[src/rtl/ctrl_pkg.sv]
// Shared definitions for the control unit: opcodes, FSM states and the
// instruction-class codes produced by the opcode decoder.
package ctrl_pkg;

    localparam logic [4:0] OP_LD   = 5'b00000;
    localparam logic [4:0] OP_LDI  = 5'b00001;
    localparam logic [4:0] OP_ST   = 5'b00010;
    localparam logic [4:0] OP_ALU3_FIRST = 5'b00011;
    localparam logic [4:0] OP_ALU3_LAST  = 5'b01100;
    localparam logic [4:0] OP_ALUI_FIRST = 5'b01101;
    localparam logic [4:0] OP_ALUI_LAST  = 5'b01111;
    localparam logic [4:0] OP_MUL  = 5'b10000;
    localparam logic [4:0] OP_DIV  = 5'b10001;
    localparam logic [4:0] OP_NEG  = 5'b10010;
    localparam logic [4:0] OP_NOT  = 5'b10011;
    localparam logic [4:0] OP_BR   = 5'b10100;
    localparam logic [4:0] OP_JR   = 5'b10101;
    localparam logic [4:0] OP_JAL  = 5'b10110;
    localparam logic [4:0] OP_IN   = 5'b10111;
    localparam logic [4:0] OP_OUT  = 5'b11000;
    localparam logic [4:0] OP_MFHI = 5'b11001;
    localparam logic [4:0] OP_MFLO = 5'b11010;
    localparam logic [4:0] OP_NOP  = 5'b11011;
    localparam logic [4:0] OP_HALT = 5'b11100;

    typedef enum logic [3:0] {
        RST, F0, F1, F2, T3, T4, T5, T6, T7, HALT
    } state_t;

    typedef enum logic [3:0] {
        CLS_LD, CLS_LDI, CLS_ST, CLS_ALU3, CLS_ALUI, CLS_MULDIV, CLS_NEGNOT,
        CLS_BR, CLS_JR, CLS_JAL, CLS_IN, CLS_OUT, CLS_MFHI, CLS_MFLO,
        CLS_NOP, CLS_HALT
    } cls_t;

endpackage

[src/rtl/ctrl_decode.sv]
// Maps a 5-bit opcode onto the instruction class the sequencer steps through.
module ctrl_decode
    import ctrl_pkg::*;
(
    input  logic [4:0] opcode,
    output cls_t       cls
);

    always_comb begin
        cls = CLS_NOP;
        if (opcode >= OP_ALU3_FIRST && opcode <= OP_ALU3_LAST) begin
            cls = CLS_ALU3;
        end else if (opcode >= OP_ALUI_FIRST && opcode <= OP_ALUI_LAST) begin
            cls = CLS_ALUI;
        end else begin
            // Anything not listed (including 11101-11111) stays a nop
            case (opcode)
                OP_LD:   cls = CLS_LD;
                OP_LDI:  cls = CLS_LDI;
                OP_ST:   cls = CLS_ST;
                OP_MUL,
                OP_DIV:  cls = CLS_MULDIV;
                OP_NEG,
                OP_NOT:  cls = CLS_NEGNOT;
                OP_BR:   cls = CLS_BR;
                OP_JR:   cls = CLS_JR;
                OP_JAL:  cls = CLS_JAL;
                OP_IN:   cls = CLS_IN;
                OP_OUT:  cls = CLS_OUT;
                OP_MFHI: cls = CLS_MFHI;
                OP_MFLO: cls = CLS_MFLO;
                OP_HALT: cls = CLS_HALT;
                default: cls = CLS_NOP;
            endcase
        end
    end

endmodule

[src/rtl/control_unit.sv]
// Moore sequencer for the datapath: fetch F0-F2, then per-class execute steps
// T3-T7. Class is decoded from IR in T3 and held for the remaining steps.
module control_unit
    import ctrl_pkg::*;
(
    input  logic        clk,
    input  logic        clr,
    input  logic [31:0] IR_in,
    input  logic        CON_ff,
    output logic        Read,
    output logic        Write,
    output logic        IncPC,
    output logic        PC_enable,
    output logic        Z_enable,
    output logic        MDR_enable,
    output logic        MAR_enable,
    output logic        Y_enable,
    output logic        HI_enable,
    output logic        LO_enable,
    output logic        IR_enable,
    output logic        OutPort_enable,
    output logic        PCout,
    output logic        ZHighout,
    output logic        ZLowout,
    output logic        HIout,
    output logic        LOout,
    output logic        MDRout,
    output logic        InPortout,
    output logic        Cout,
    output logic        BAout,
    output logic        Gra,
    output logic        Grb,
    output logic        Grc,
    output logic        Rin,
    output logic        Rout,
    output logic        CONin,
    output logic        run
);

    state_t state_reg, state_next;
    cls_t   cls_reg, dec_cls, cur_cls;
    logic   br_taken_reg;
    logic   unused_ir;

    assign unused_ir = ^IR_in[26:0];

    ctrl_decode u_decode (
        .opcode (IR_in[31:27]),
        .cls    (dec_cls)
    );

    // T3 acts on the freshly loaded IR; later steps use the latched class
    assign cur_cls = (state_reg == T3) ? dec_cls : cls_reg;

    always_ff @(posedge clk) begin
        if (clr) begin
            state_reg    <= RST;
            cls_reg      <= CLS_NOP;
            br_taken_reg <= 1'b0;
        end else begin
            state_reg <= state_next;
            if (state_reg == T3) begin
                cls_reg <= dec_cls;
                if (dec_cls == CLS_BR) begin
                    br_taken_reg <= CON_ff;
                end
            end
        end
    end

    always_comb begin
        state_next     = state_reg;
        Read           = 1'b0;
        Write          = 1'b0;
        IncPC          = 1'b0;
        PC_enable      = 1'b0;
        Z_enable       = 1'b0;
        MDR_enable     = 1'b0;
        MAR_enable     = 1'b0;
        Y_enable       = 1'b0;
        HI_enable      = 1'b0;
        LO_enable      = 1'b0;
        IR_enable      = 1'b0;
        OutPort_enable = 1'b0;
        PCout          = 1'b0;
        ZHighout       = 1'b0;
        ZLowout        = 1'b0;
        HIout          = 1'b0;
        LOout          = 1'b0;
        MDRout         = 1'b0;
        InPortout      = 1'b0;
        Cout           = 1'b0;
        BAout          = 1'b0;
        Gra            = 1'b0;
        Grb            = 1'b0;
        Grc            = 1'b0;
        Rin            = 1'b0;
        Rout           = 1'b0;
        CONin          = 1'b0;
        run            = 1'b1;

        case (state_reg)
            RST: state_next = F0;
            F0: begin
                PCout = 1'b1; MAR_enable = 1'b1; IncPC = 1'b1; PC_enable = 1'b1;
                state_next = F1;
            end
            F1: begin
                Read = 1'b1; MDR_enable = 1'b1;
                state_next = F2;
            end
            F2: begin
                MDRout = 1'b1; IR_enable = 1'b1;
                state_next = T3;
            end
            T3: begin
                state_next = F0;
                case (cur_cls)
                    CLS_ALU3, CLS_ALUI: begin
                        Grb = 1'b1; Rout = 1'b1; Y_enable = 1'b1; state_next = T4;
                    end
                    CLS_LD, CLS_LDI, CLS_ST: begin
                        Grb = 1'b1; Rout = 1'b1; BAout = 1'b1; Y_enable = 1'b1;
                        state_next = T4;
                    end
                    CLS_MULDIV: begin
                        Gra = 1'b1; Rout = 1'b1; Y_enable = 1'b1; state_next = T4;
                    end
                    CLS_NEGNOT: begin
                        Grb = 1'b1; Rout = 1'b1; Z_enable = 1'b1; state_next = T4;
                    end
                    CLS_BR: begin
                        Gra = 1'b1; Rout = 1'b1; CONin = 1'b1; state_next = T4;
                    end
                    CLS_JAL: begin
                        PCout = 1'b1; Grb = 1'b1; Rin = 1'b1; state_next = T4;
                    end
                    CLS_JR:   begin Gra = 1'b1; Rout = 1'b1; PC_enable = 1'b1; end
                    CLS_IN:   begin InPortout = 1'b1; Gra = 1'b1; Rin = 1'b1; end
                    CLS_OUT:  begin Gra = 1'b1; Rout = 1'b1; OutPort_enable = 1'b1; end
                    CLS_MFHI: begin HIout = 1'b1; Gra = 1'b1; Rin = 1'b1; end
                    CLS_MFLO: begin LOout = 1'b1; Gra = 1'b1; Rin = 1'b1; end
                    CLS_HALT: state_next = HALT;
                    default:  state_next = F0;
                endcase
            end
            T4: begin
                state_next = T5;
                case (cur_cls)
                    CLS_ALU3: begin Grc = 1'b1; Rout = 1'b1; Z_enable = 1'b1; end
                    CLS_ALUI, CLS_LD, CLS_LDI, CLS_ST: begin
                        Cout = 1'b1; Z_enable = 1'b1;
                    end
                    CLS_MULDIV: begin Grb = 1'b1; Rout = 1'b1; Z_enable = 1'b1; end
                    CLS_BR: begin PCout = 1'b1; Y_enable = 1'b1; end
                    CLS_NEGNOT: begin
                        ZLowout = 1'b1; Gra = 1'b1; Rin = 1'b1; state_next = F0;
                    end
                    CLS_JAL: begin
                        Gra = 1'b1; Rout = 1'b1; PC_enable = 1'b1; state_next = F0;
                    end
                    default: state_next = F0;
                endcase
            end
            T5: begin
                state_next = T6;
                case (cur_cls)
                    CLS_ALU3, CLS_ALUI, CLS_LDI: begin
                        ZLowout = 1'b1; Gra = 1'b1; Rin = 1'b1; state_next = F0;
                    end
                    CLS_LD, CLS_ST: begin ZLowout = 1'b1; MAR_enable = 1'b1; end
                    CLS_MULDIV:     begin ZLowout = 1'b1; LO_enable = 1'b1; end
                    CLS_BR:         begin Cout = 1'b1; Z_enable = 1'b1; end
                    default: state_next = F0;
                endcase
            end
            T6: begin
                state_next = F0;
                case (cur_cls)
                    CLS_LD: begin Read = 1'b1; MDR_enable = 1'b1; state_next = T7; end
                    CLS_ST: begin
                        Gra = 1'b1; Rout = 1'b1; MDR_enable = 1'b1; state_next = T7;
                    end
                    CLS_MULDIV: begin ZHighout = 1'b1; HI_enable = 1'b1; end
                    CLS_BR: begin
                        ZLowout = br_taken_reg; PC_enable = br_taken_reg;
                    end
                    default: state_next = F0;
                endcase
            end
            T7: begin
                state_next = F0;
                if (cur_cls == CLS_LD) begin
                    MDRout = 1'b1; Gra = 1'b1; Rin = 1'b1;
                end else if (cur_cls == CLS_ST) begin
                    Write = 1'b1;
                end
            end
            HALT: run = 1'b0;
            default: state_next = RST;
        endcase
    end

endmodule
[config.mk]
export PLATFORM = sky130hd
export DESIGN_NAME = control_unit
export DESIGN_NICKNAME = d
export VERILOG_FILES = /design/src/rtl/ctrl_pkg.sv /design/src/rtl/ctrl_decode.sv /design/src/rtl/control_unit.sv
export SDC_FILE = /design/constraint.sdc
export NUM_CORES = 1
export LEC_CHECK = 0
export ABC_AREA = 1
export ABC_CLOCK_PERIOD_IN_PS = 2400
export BUFFER_PORTS_ARGS = -buffer_cell sky130_fd_sc_hd__buf_4
export CAP_MARGIN = 15
export CORE_AREA = 2 2 55 57
export CTS_BUF_LIST = sky130_fd_sc_hd__clkbuf_16
export CTS_CLUSTER_SIZE = 20
export DETAILED_ROUTE_END_ITERATION = 16
export DIE_AREA = 0 0 57 59
export HOLD_SLACK_MARGIN = 0.02
export PLACE_DENSITY = 0.79
export SYNTH_ARGS = -nofsm -noshare
export SYNTH_HDL_FRONTEND = slang
export SYNTH_SLANG_ARGS = --single-unit
[constraint.sdc]
create_clock -name clk -period 2.4 [get_ports clk]
set_clock_uncertainty 0.1 [all_clocks]
set_input_delay 0.24 -clock clk [delete_from_list [all_inputs] [get_ports clk]]
set_output_delay 0.24 -clock clk [all_outputs]
set_load 0.1 [all_outputs]
==> reports/results.tsv, run 1 <==
stage	metric	value	unit
status	outcome	stopped before the end	
logic_synthesis	yosysSeqAreaShare	0.145	
logic_synthesis	synth_area	1240	um^2
placement	gp_congestion	0.908	
timing	worstEpCategory	primary output	
die	dieHeight	59	um
clocking	cts_htree_levels	1	
clocking	numCtsBuffers	3	
logic_synthesis	synth-seq-cells	9	
clocking	ctsLongestPathBuffers	2	
global_route	grt_max_degree	9	
placement	port-buffer-count	35	
clocking	cts_root_buf	clkbuf_16	
clocking	cts_sinks	9	
global_route	antenna_found_initial	0	
status	run.stop_error	[ERROR DPL-0033] detailed placement checks failed during check placement.	
logic_synthesis	avgSynthCellArea	5.47	um^2
die	rows	19	
die	start_util	0.458	
die	ioPinCount	63	
die	die_x	57	um
clocking	hold_buffers	0	
placement	dp_hpwl	3190	um
status	haltStage	global routing	
logic_synthesis	ys.warnings.count	0	
logic_synthesis	synth_cell_type_count	26	
logic_synthesis	syn_inst	227	
timing	postGrtWorstEndpoint	ZLowout	
logic_synthesis	syn-num-nets	265	
[kinds of logic after synthesis]
logic type	share of synthesized area
and+or+nand+nor	0.581
buffers and inverters	0.118
AOI/OAI and AO/OA	0.126
DFF	0.145
adders and majority gates	0.0302
[cells in the mapped netlist, drive strengths merged]
cell    instances  area, um^2
nor2           44         208
o211ai          2        15.0
nand2          72         310
dfxtp           9         180
nand3b          1        7.51
o21ai          12        71.3
a21oi           8        55.1
ha              3        37.5
or2             1        6.26
buf             2        15.0
nand3          26         135
inv            35         131
o221ai          1        8.76
nor3            7        35.0
nand4           3        18.8
a31oi           1        6.26
[metrics by stage]
stage	hold WS [ns]	cells	instance area, um^2	worst slack [ns]	util
global placement	0.342	321	1920	-0.0131	0.708
CTS	0.0956	330	2200	-0.0351	0.813
detailed placement	0.343	321	1920	-0.0467	0.708
floorplan	0.209	227	1420	-0.565	-
[timing repair]
action / CTS
pin swaps: 8
hold endpoints to repair: 0
setup buffers: 5
endpoints found under the setup margin: 21
cloned: 0
resized for setup: 45
==> run 2: changes to the inputs <==
Settings changed: CORE_AREA 2 2 55 57 to 2 2 63 65, CTS_BUF_LIST sky130_fd_sc_hd__clkbuf_16 to default, CTS_CLUSTER_SIZE 20 to default, DIE_AREA 0 0 57 59 to 0 0 65 67, HOLD_SLACK_MARGIN 0.02 to default, PLACE_DENSITY 0.79 to default, PLACE_DENSITY_LB_ADDON from default to 0.15.
==> run 2 against run 1 <==
  * The flow now finishes, with violations (negative setup slack)
  * Synthesized area unchanged
  * Synthesized cell count is the same
==> reports/results.tsv, run 2 <==
stage	metric	value	unit
hold_path	whs_path_depth	2	
timing	clock.fmax	0.407	GHz
placement	place_area	1990	um^2
hold_path	min_from	clr	
die	die_x	65	um
logic_synthesis	syn_inst	227	
detailed_routing	drtAntennaViolNets	0	
timing	hold_viol	0	
worst_setup_path	crit_chain	inv_2, nand2_2, nor2_4, buf_4, or2_2, nand2_4, buf_6, nand4_1, nor2_2, nor2_2, nand2_2, buf_12	
layout	fin_cells	357	
timing	post-route-period-util	1.02	
power	ir_worst_vdd	0.000384	V
logic_synthesis	synth_edf_count	0	
layout	most-common-layout-cells	buf_4 (51), nand2_1 (44), inv_1 (25), nor2_1 (18), nand2_2 (18)	
timing	rsz0062_at_grt	true	
clocking	clkLatencyLatePin	0.23	ns
clocking	cts_sinks	9	
placement	gp_congestion	0.897	
logic_synthesis	synth_area_leader_cell	nand2_1	
detailed_routing	wirelength	4610	um
worst_setup_path	r2r-start	state_reg[3]	
detailed_routing	wire_per_inst	12.9	um
worst_setup_path	cp_slowest_cell	dfxtp_2	
power	power	0.625	mW
layout	post-route-util	0.704	
timing	period_minus_slack	2.46	ns
logic_synthesis	synth_area	1240	um^2
placement	pre_cts_slack	-0.0481	ns
global_route	grt_pass1_vias	1571	
die	dieHeight	67	um
timing	layout_setup_ws	-0.0579	ns
layout	fin_nets	348	
logic_synthesis	syn-num-nets	265	
layout	antennaDiodeCount	0	
power	p_leak	1.19	nW
worst_setup_path	r2r_slack	0.32	ns
clocking	numCtsBuffers	3	
status	violations	negative setup slack	
job	maxCapViolCount	0	
logic_synthesis	synth-seq-cells	9	
timing	setup_tns	-0.159	ns
placement	placed_cells	344	
timing	hold_slack	0.105	ns
layout	num-fill-cells	283	
global_route	grt_pass1_wl	7130	um
logic_synthesis	synth_top_area_frac	0.181	
clocking	cts_tree	done	
logic_synthesis	yosysSeqAreaShare	0.145	
detailed_routing	drc	0	
layout	final_common_cell	buf_4	
logic_synthesis	synth_cell_type_count	26	
detailed_routing	vias	1779	
layout	drive_gt1_frac	0.579	
detailed_routing	dr.first_iter.drc_count	122	
global_route	gr-usage-all-layers	0.210	
logic_synthesis	ys_top_cells_by_area	nand2_1 (18%), dfxtp_1 (15%), nor2_1 (11%), nand3_1 (10%), inv_1 (9.1%)	
status	outcome	finished, violations left	
logic_synthesis	ys.warnings.count	0	
global_route	grt_max_degree	9	
worst_setup_path	slowest_delay	0.34	ns
logic_synthesis	async_reset_ff_frac	0	
worst_setup_path	cp-start-kind	register	
worst_setup_path	rr_worst_depth	12	
clocking	cts_root_buf	clkbuf_8	
timing	tightestPinTransition	0.312	ns
detailed_routing	first_pass_iters	4	
hold_path	holdPathEnd	state_reg[3]	
die	rows	22	
die	ioPinCount	63	
timing	slew_headroom	0.791	
timing	timing.final.max_slew_violations	0	
die	start_util	0.344	
global_route	overflow	0	
worst_setup_path	reg2reg_to	state_reg[3]	
clocking	ctsLongestPathBuffers	2	
die	coreArea	3610	um^2
clocking	cts_htree_levels	1	
logic_synthesis	yosys.cell_count.top_type	nand2_1	
worst_setup_path	critPathCaptureType	output port	
placement	port-buffer-count	35	
logic_synthesis	avgSynthCellArea	5.47	um^2
die	dieArea	4360	um^2
detailed_routing	via_per_inst	4.98	
worst_setup_path	arrival	2.12	ns
hold_path	holdCritPathClass	primary input to register	
worst_setup_path	crit_type	register to output port	
worst_setup_path	worstPathRequired	2.06	ns
placement	dp_hpwl	3270	um
layout	syn2layout_area_growth	105	%
global_route	antenna_found_initial	0	
layout	final_area	2540	um^2
timing	final-setup-viol-count	6	
logic_synthesis	synth_commonest_cells	nand2_1 (60), nor2_1 (37), inv_1 (30)	
logic_synthesis	synth_ff_type	dfxtp_1	
power	p_per_area	246	nW/um^2
worst_setup_path	cp_max_fo	6	
clocking	clk_pin_slew	0.04	ns
[run 2: routing by layer]
metal,GRT usage,part of all wire,up-vias
li1,-,-,887
met1,0.278,0.41,822
met2,0.365,0.51,60
met3,0.0253,0.059,10
met4,0.0452,0.014,0
met5,0,0,-
[run 2: logic make-up (layout without fill, tap and decap cells)]
logic type	count (synthesis)	after routing	synth area share
compound gates	24	24	0.126
fa+ha+maj	3	3	0.0302
buf+inv	37	119	0.118
flops	9	9	0.145
simple gates	154	154	0.581
[run 2: where the power goes]
| part | internal (mW) | leakage (nW) | switching [mW] |
|---|---|---|---|
| sequential | 0.155 | 0.0743 | 0.00266 |
| clock | 0.116 | 0.0228 | 0.0591 |
| combinational | 0.103 | 1.09 | 0.189 |
| total | 0.374 | 1.19 | 0.251 |
[run 2: what timing repair did]
action / CTS / global route
pin swaps: 7 / 23
gates cloned: 0 / 0
setup endpoints to repair: 22 / 25
buffers inserted: 1 / 9
hold buffers: 0 / 0
gates resized for setup: 50 / 66
[run 2: worst max path at each step]
| stage | end | slack [ns] | startpoint |
|---|---|---|---|
| CTS | Rin | -0.03 | state_reg[0] |
| global route | Rout | -0.20 | state_reg[1] |
| floorplan | ZLowout | -0.57 | state_reg[1] |
| global placement | Gra | -0.05 | IR_in[28] |
| detailed placement | Rin | -0.05 | IR_in[27] |
| finish | Rout | -0.06 | state_reg[3] |
[run 2: layout make-up]
cell class	count	area [um^2]	area share
clock buffer	4	45.0	0.0177
inverter	35	139	0.0547
multi-input combinational	181	1250	0.494
sequential	9	184	0.0724
tap	48	60.1	0.0237
timing repair buffer	80	857	0.338
[run 2: worst max-delay path, delay by kind of cell (launching register included)]
kind / cells / cell delay (ns)
simple gates: 8 / 1.07
buf+inv: 4 / 0.47
flops: 1 / 0.34
(Power assumes the default switching activity.)
==> run 3: changes to the inputs <==
Settings changed: CORE_AREA 2 2 63 65 to 3 3 64 66, DIE_AREA 0 0 65 67 to 0 0 67 69, GPL_ROUTABILITY_DRIVEN from default to 0.
==> run 3 against run 2 <==
  * The run still ends with negative setup slack left
  * Sequential power about the same
  * Register-to-register slack better by 0.04 ns
  * Die area is 6.2% higher
  * Via count unchanged
  * Power is 2.5% higher
  * Utilization increased by 1.0 points
  * Cell area is 2.2% higher
  * Fmax fell by 2.7%
  * Combinational power rose by 3%
  * Sequential cell count stayed put
  * Sequential share of layout area decreased by 0.11 points
  * Clock power up 3%
==> reports/results.tsv, run 3 (synthesis results as in run 2) <==
stage	metric	value	unit
status	violations	negative setup slack	
die	dieArea	4620	um^2
layout	antennaDiodeCount	0	
detailed_routing	wirelength	5090	um
worst_setup_path	arrival	2.19	ns
detailed_routing	vias	1779	
detailed_routing	dr.first_iter.drc_count	150	
detailed_routing	wire_per_inst	14.1	um
timing	final-setup-viol-count	16	
timing	layout_setup_ws	-0.127	ns
die	coreArea	3630	um^2
timing	rsz0062_at_grt	true	
layout	drive_gt1_frac	0.564	
worst_setup_path	rr_worst_depth	13	
clocking	cts_sinks	9	
die	start_util	0.342	
clocking	numCtsBuffers	3	
worst_setup_path	cp-start-kind	register	
job	maxCapViolCount	0	
hold_path	whs_path_depth	2	
die	dieHeight	69	um
timing	period_minus_slack	2.53	ns
placement	place_area	1980	um^2
global_route	overflow	0	
global_route	grt_max_degree	8	
die	rows	22	
worst_setup_path	cp_slowest_cell	dfxtp_2	
timing	clock.fmax	0.396	GHz
layout	syn2layout_area_growth	109	%
clocking	cts_root_buf	clkbuf_8	
layout	fin_cells	362	
die	ioPinCount	63	
detailed_routing	drtAntennaViolNets	0	
global_route	grt_pass1_wl	7740	um
placement	port-buffer-count	35	
layout	fin_nets	353	
hold_path	holdCritPathClass	primary input to register	
layout	final_common_cell	buf_4	
detailed_routing	via_per_inst	4.91	
global_route	grt_pass1_vias	1727	
worst_setup_path	crit_type	register to output port	
timing	timing.final.max_slew_violations	0	
power	p_leak	1.21	nW
status	outcome	finished, violations left	
layout	post-route-util	0.714	
detailed_routing	drc	0	
global_route	gr-usage-all-layers	0.209	
clocking	hold_buffers	0	
power	ir_worst_vdd	0.000295	V
placement	placed_cells	343	
timing	slew_headroom	0.736	
layout	most-common-layout-cells	buf_4 (53), nand2_1 (45), inv_1 (24), nor2_1 (23), nand2_2 (18)	
clocking	cts_tree	done	
global_route	antenna_found_initial	0	
timing	post-route-period-util	1.05	
clocking	cts_htree_levels	1	
die	die_x	67	um
worst_setup_path	crit_chain	nor2_2, inv_2, nor2_4, nor2_1, a21oi_4, nand2_4, nor2_4, nand3_2, o211ai_1, buf_6	
layout	final_area	2590	um^2
worst_setup_path	slowest_delay	0.32	ns
worst_setup_path	cp_common_cell	nor2_4	
timing	hold_viol	0	
worst_setup_path	cp_max_fo	7	
clocking	clkLatencyLatePin	0.23	ns
timing	tightestPinTransition	0.395	ns
clocking	ctsLongestPathBuffers	2	
worst_setup_path	worstPathRequired	2.06	ns
power	p_per_area	247	nW/um^2
placement	dp_hpwl	3320	um
clocking	clk_pin_slew	0.05	ns
detailed_routing	first_pass_iters	4	
placement	pre_cts_slack	-0.0285	ns
worst_setup_path	critPathCaptureType	output port	
## run 3: cell count changes in the layout (fill, tap and decap cells not counted), sizes merged
cell,before,now
buf,80,85
## run 3: final timing paths
kind                     start            to  slack [ns]
hold reg to reg   br_taken_reg  br_taken_reg        0.42
setup / recovery  state_reg[1]       ZLowout       -0.13
hold / removal             clr  state_reg[2]        0.09
setup reg to reg  state_reg[1]  state_reg[2]        0.36
## run 3: area by class of cell
type | count | area [um^2]
flip-flops and latches | 9 | 185
well taps | 48 | 60.1
fillers | 294 | 1040
clock buffers | 4 | 45.0
inverters | 35 | 139
repair buffers | 85 | 915
multi-input cells | 181 | 1250
## run 3: repair_timing
action / 4_1_cts / 5_1_grt
setup endpoints to repair: 24 / 25
gates resized for setup: 67 / 52
pin swaps: 15 / 12
setup buffers: 12 / 3
## run 3: metal layers
metal / share of wire / vias up / GRT usage
met3: 0.039 / 10 / 0.0163
met1: 0.42 / 819 / 0.282
met4: 0.014 / 0 / 0.0383
met2: 0.52 / 53 / 0.357
li1: - / 897 / -
met5: 0 / - / 0
## run 3: power breakdown
| group | switching, mW | total (mW) | internal, mW |
|---|---|---|---|
| logic | 0.196 | 0.303 | 0.108 |
| registers | 0.00289 | 0.158 | 0.155 |
| clock network | 0.0637 | 0.180 | 0.116 |
## run 3: worst max-delay path, delay by kind of cell (launching register included)
kind / cells / cell delay, ns
DFF: 1 / 0.32
and+or+nand+nor: 6 / 0.85
buffers and inverters: 2 / 0.33
AOI/OAI and AO/OA: 2 / 0.44
## run 3: stage by stage
stage	TNS, ns	hold slack [ns]	total power [mW]
CTS	-0.132	0.0932	0.611
finish	-1.01	0.0911	0.641
floorplan	-2.67	0.209	0.334
detailed placement	-0.0708	0.340	0.405
global route	-3.14	0.0950	0.672
global placement	-0.0345	0.340	0.404
==> run 4: changes to the inputs <==
Settings changed: TNS_END_PERCENT from default to 5.
==> run 4 against run 3 <==
  * The flow still finishes with violations (negative setup slack)
  * Cell count is 3.6% lower
  * Count of clock-buffer cells in the layout stayed put
  * Sequential cell count stayed put
  * Critical path type is now primary input to output port
  * Highest routed layer unchanged
==> reports/results.tsv, run 4 (synthesis results as in run 2) <==
stage	metric	value	unit
timing	post-route-period-util	1.06	
worst_setup_path	crit_chain	buf_4, inv_4, ha_4, inv_2, nand3_4, nand2_2, nor2_4, nor2_4, buf_4, a21oi_4, nand2_4, nor2_4, nand3_2, o211ai_1, buf_6	
layout	fin_cells	349	
die	die_x	67	um
layout	syn2layout_area_growth	87.9	%
clocking	hold_buffers	0	
timing	final-setup-viol-count	9	
worst_setup_path	path_buf_inv	5	
timing	slew_headroom	0.530	
layout	final_common_cell	nand2_1	
layout	drive_gt1_frac	0.515	
status	violations	negative setup slack	
worst_setup_path	slowest_delay	0.28	ns
power	power	0.608	mW
die	dieHeight	69	um
die	dieArea	4620	um^2
global_route	overflow	0	
detailed_routing	drtAntennaViolNets	0	
worst_setup_path	cp_max_fo	6	
power	p_leak	1.08	nW
clocking	cts_htree_levels	1	
clocking	clk_pin_slew	0.04	ns
global_route	grt_max_degree	9	
worst_setup_path	worstPathRequired	2.06	ns
worst_setup_path	crit_type	primary input to output port	
die	rows	22	
layout	ff_latch_area	185	um^2
die	start_util	0.342	
hold_path	holdCritPathClass	primary input to register	
detailed_routing	drc	0	
layout	antennaDiodeCount	0	
clocking	numCtsBuffers	3	
clocking	cts_root_buf	clkbuf_8	
die	coreArea	3630	um^2
layout	multi_input_area	1130	um^2
clocking	cts_sinks	9	
placement	port-buffer-count	35	
timing	layout_setup_ws	-0.137	ns
layout	fin_nets	340	
detailed_routing	dr.first_iter.drc_count	186	
global_route	grt_pass1_wl	6840	um
placement	dp_hpwl	3250	um
global_route	antenna_found_initial	0	
detailed_routing	vias	1731	
worst_setup_path	cp-start-kind	primary input	
detailed_routing	via_per_inst	4.96	
layout	num-fill-cells	330	
timing	rsz0062_at_grt	true	
clocking	ctsLongestPathBuffers	2	
die	ioPinCount	63	
worst_setup_path	critPathCaptureType	output port	
placement	placed_cells	335	
worst_setup_path	cp_common_cell	nor2_4	
timing	clock.fmax	0.394	GHz
detailed_routing	wirelength	4320	um
worst_setup_path	cp_slowest_cell	a21oi_4	
worst_setup_path	arrival	2.20	ns
timing	timing.final.max_slew_violations	0	
clocking	clkLatencyLatePin	0.23	ns
status	outcome	finished, violations left	
worst_setup_path	critPathTopFamily	simple AND/OR/NAND/NOR gates	
timing	tightestPinTransition	0.699	ns
power	ir_worst_vdd	0.000497	V
clocking	cts_tree	done	
timing	period_minus_slack	2.54	ns
timing	hold_viol	0	
placement	pre_cts_slack	-0.0571	ns
global_route	grt_pass1_vias	1570	
global_route	gr-usage-all-layers	0.180	
detailed_routing	wire_per_inst	12.4	um
layout	most-common-layout-cells	nand2_1 (50), buf_4 (46), inv_1 (25), nor2_1 (24), nand3_1 (19)	
job	maxCapViolCount	0	
detailed_routing	first_pass_iters	4	
power	p_per_area	261	nW/um^2
run 4: cell types whose count changed in the layout (fill, tap and decap cells not counted), moves of 3 or more:
cell	previous run	this run
buf_4	53	46
buf_6	13	9
nand2_1	45	50
nand2_4	9	5
nor2_2	7	12
nor2_4	14	8
o21ai_1	6	3
o21ai_2	1	5
o21ai_4	5	2
run 4: layout make-up:
cell class	instances	area share
tap	48	0.0258
timing repair buffer	72	0.333
multi-input combinational	181	0.483
inverter	35	0.0595
sequential	9	0.0794
clock buffer	4	0.0193
run 4: metal layers:
metal  track usage  routed length [um]
met2         0.294                2140
met3        0.0212                 199
met1         0.248                1920
met4        0.0450                  47
met5             0                   0
run 4: worst reg2reg max path: stages, from the launching register on:
cell	delay [ns]
dfxtp_2	0.32
nor2_2	0.11
inv_2	0.06
nor2_4	0.22
inv_4	0.08
nor2_4	0.13
nand2_2	0.08
nand2_4	0.11
buf_4	0.14
nand3_1	0.12
buf_4	0.17
nand3_1	0.10
nand2_1	0.07
nor2_1	0.10
nor2_1	0.05
run 4: path summary, 6_finish.rpt:
path              slack (ns)            to  depth (start not counted)          from
setup / recovery       -0.14       ZLowout                         15     IR_in[28]
hold / removal           0.1  state_reg[3]                          2           clr
setup reg to reg        0.35  state_reg[2]                         14  state_reg[1]
hold reg to reg         0.43  br_taken_reg                          2  br_taken_reg
run 4: through the flow:
| stage | hold WS, ns | cell area [um^2] | utilization | TNS [ns] |
|---|---|---|---|---|
| 3_5_place_dp | 0.344 | 1840 | 0.507 | -0.113 |
| 2_1_floorplan | 0.209 | 1330 | - | -7.38 |
| 3_3_place_gp | 0.347 | 1840 | 0.507 | -0.0782 |
| 6_report | 0.0985 | 2330 | 0.642 | -0.678 |
| 5_1_grt | 0.101 | 2330 | 0.642 | -2.97 |
| 4_1_cts | 0.0988 | 2090 | 0.575 | -0.212 |
run 4: power breakdown:
| part | internal, mW | leakage [nW] | switching [mW] | total, mW |
|---|---|---|---|---|
| registers | 0.155 | 0.0748 | 0.00375 | 0.159 |
| logic | 0.0964 | 0.987 | 0.181 | 0.277 |
| clock network | 0.115 | 0.0228 | 0.0563 | 0.172 |
| total | 0.367 | 1.08 | 0.241 | 0.608 |
run 4: what timing repair did:
item,CTS,global route
buffers inserted,9,1
pin swaps,6,13
endpoints found under the setup margin,22,25
resized for setup,38,61
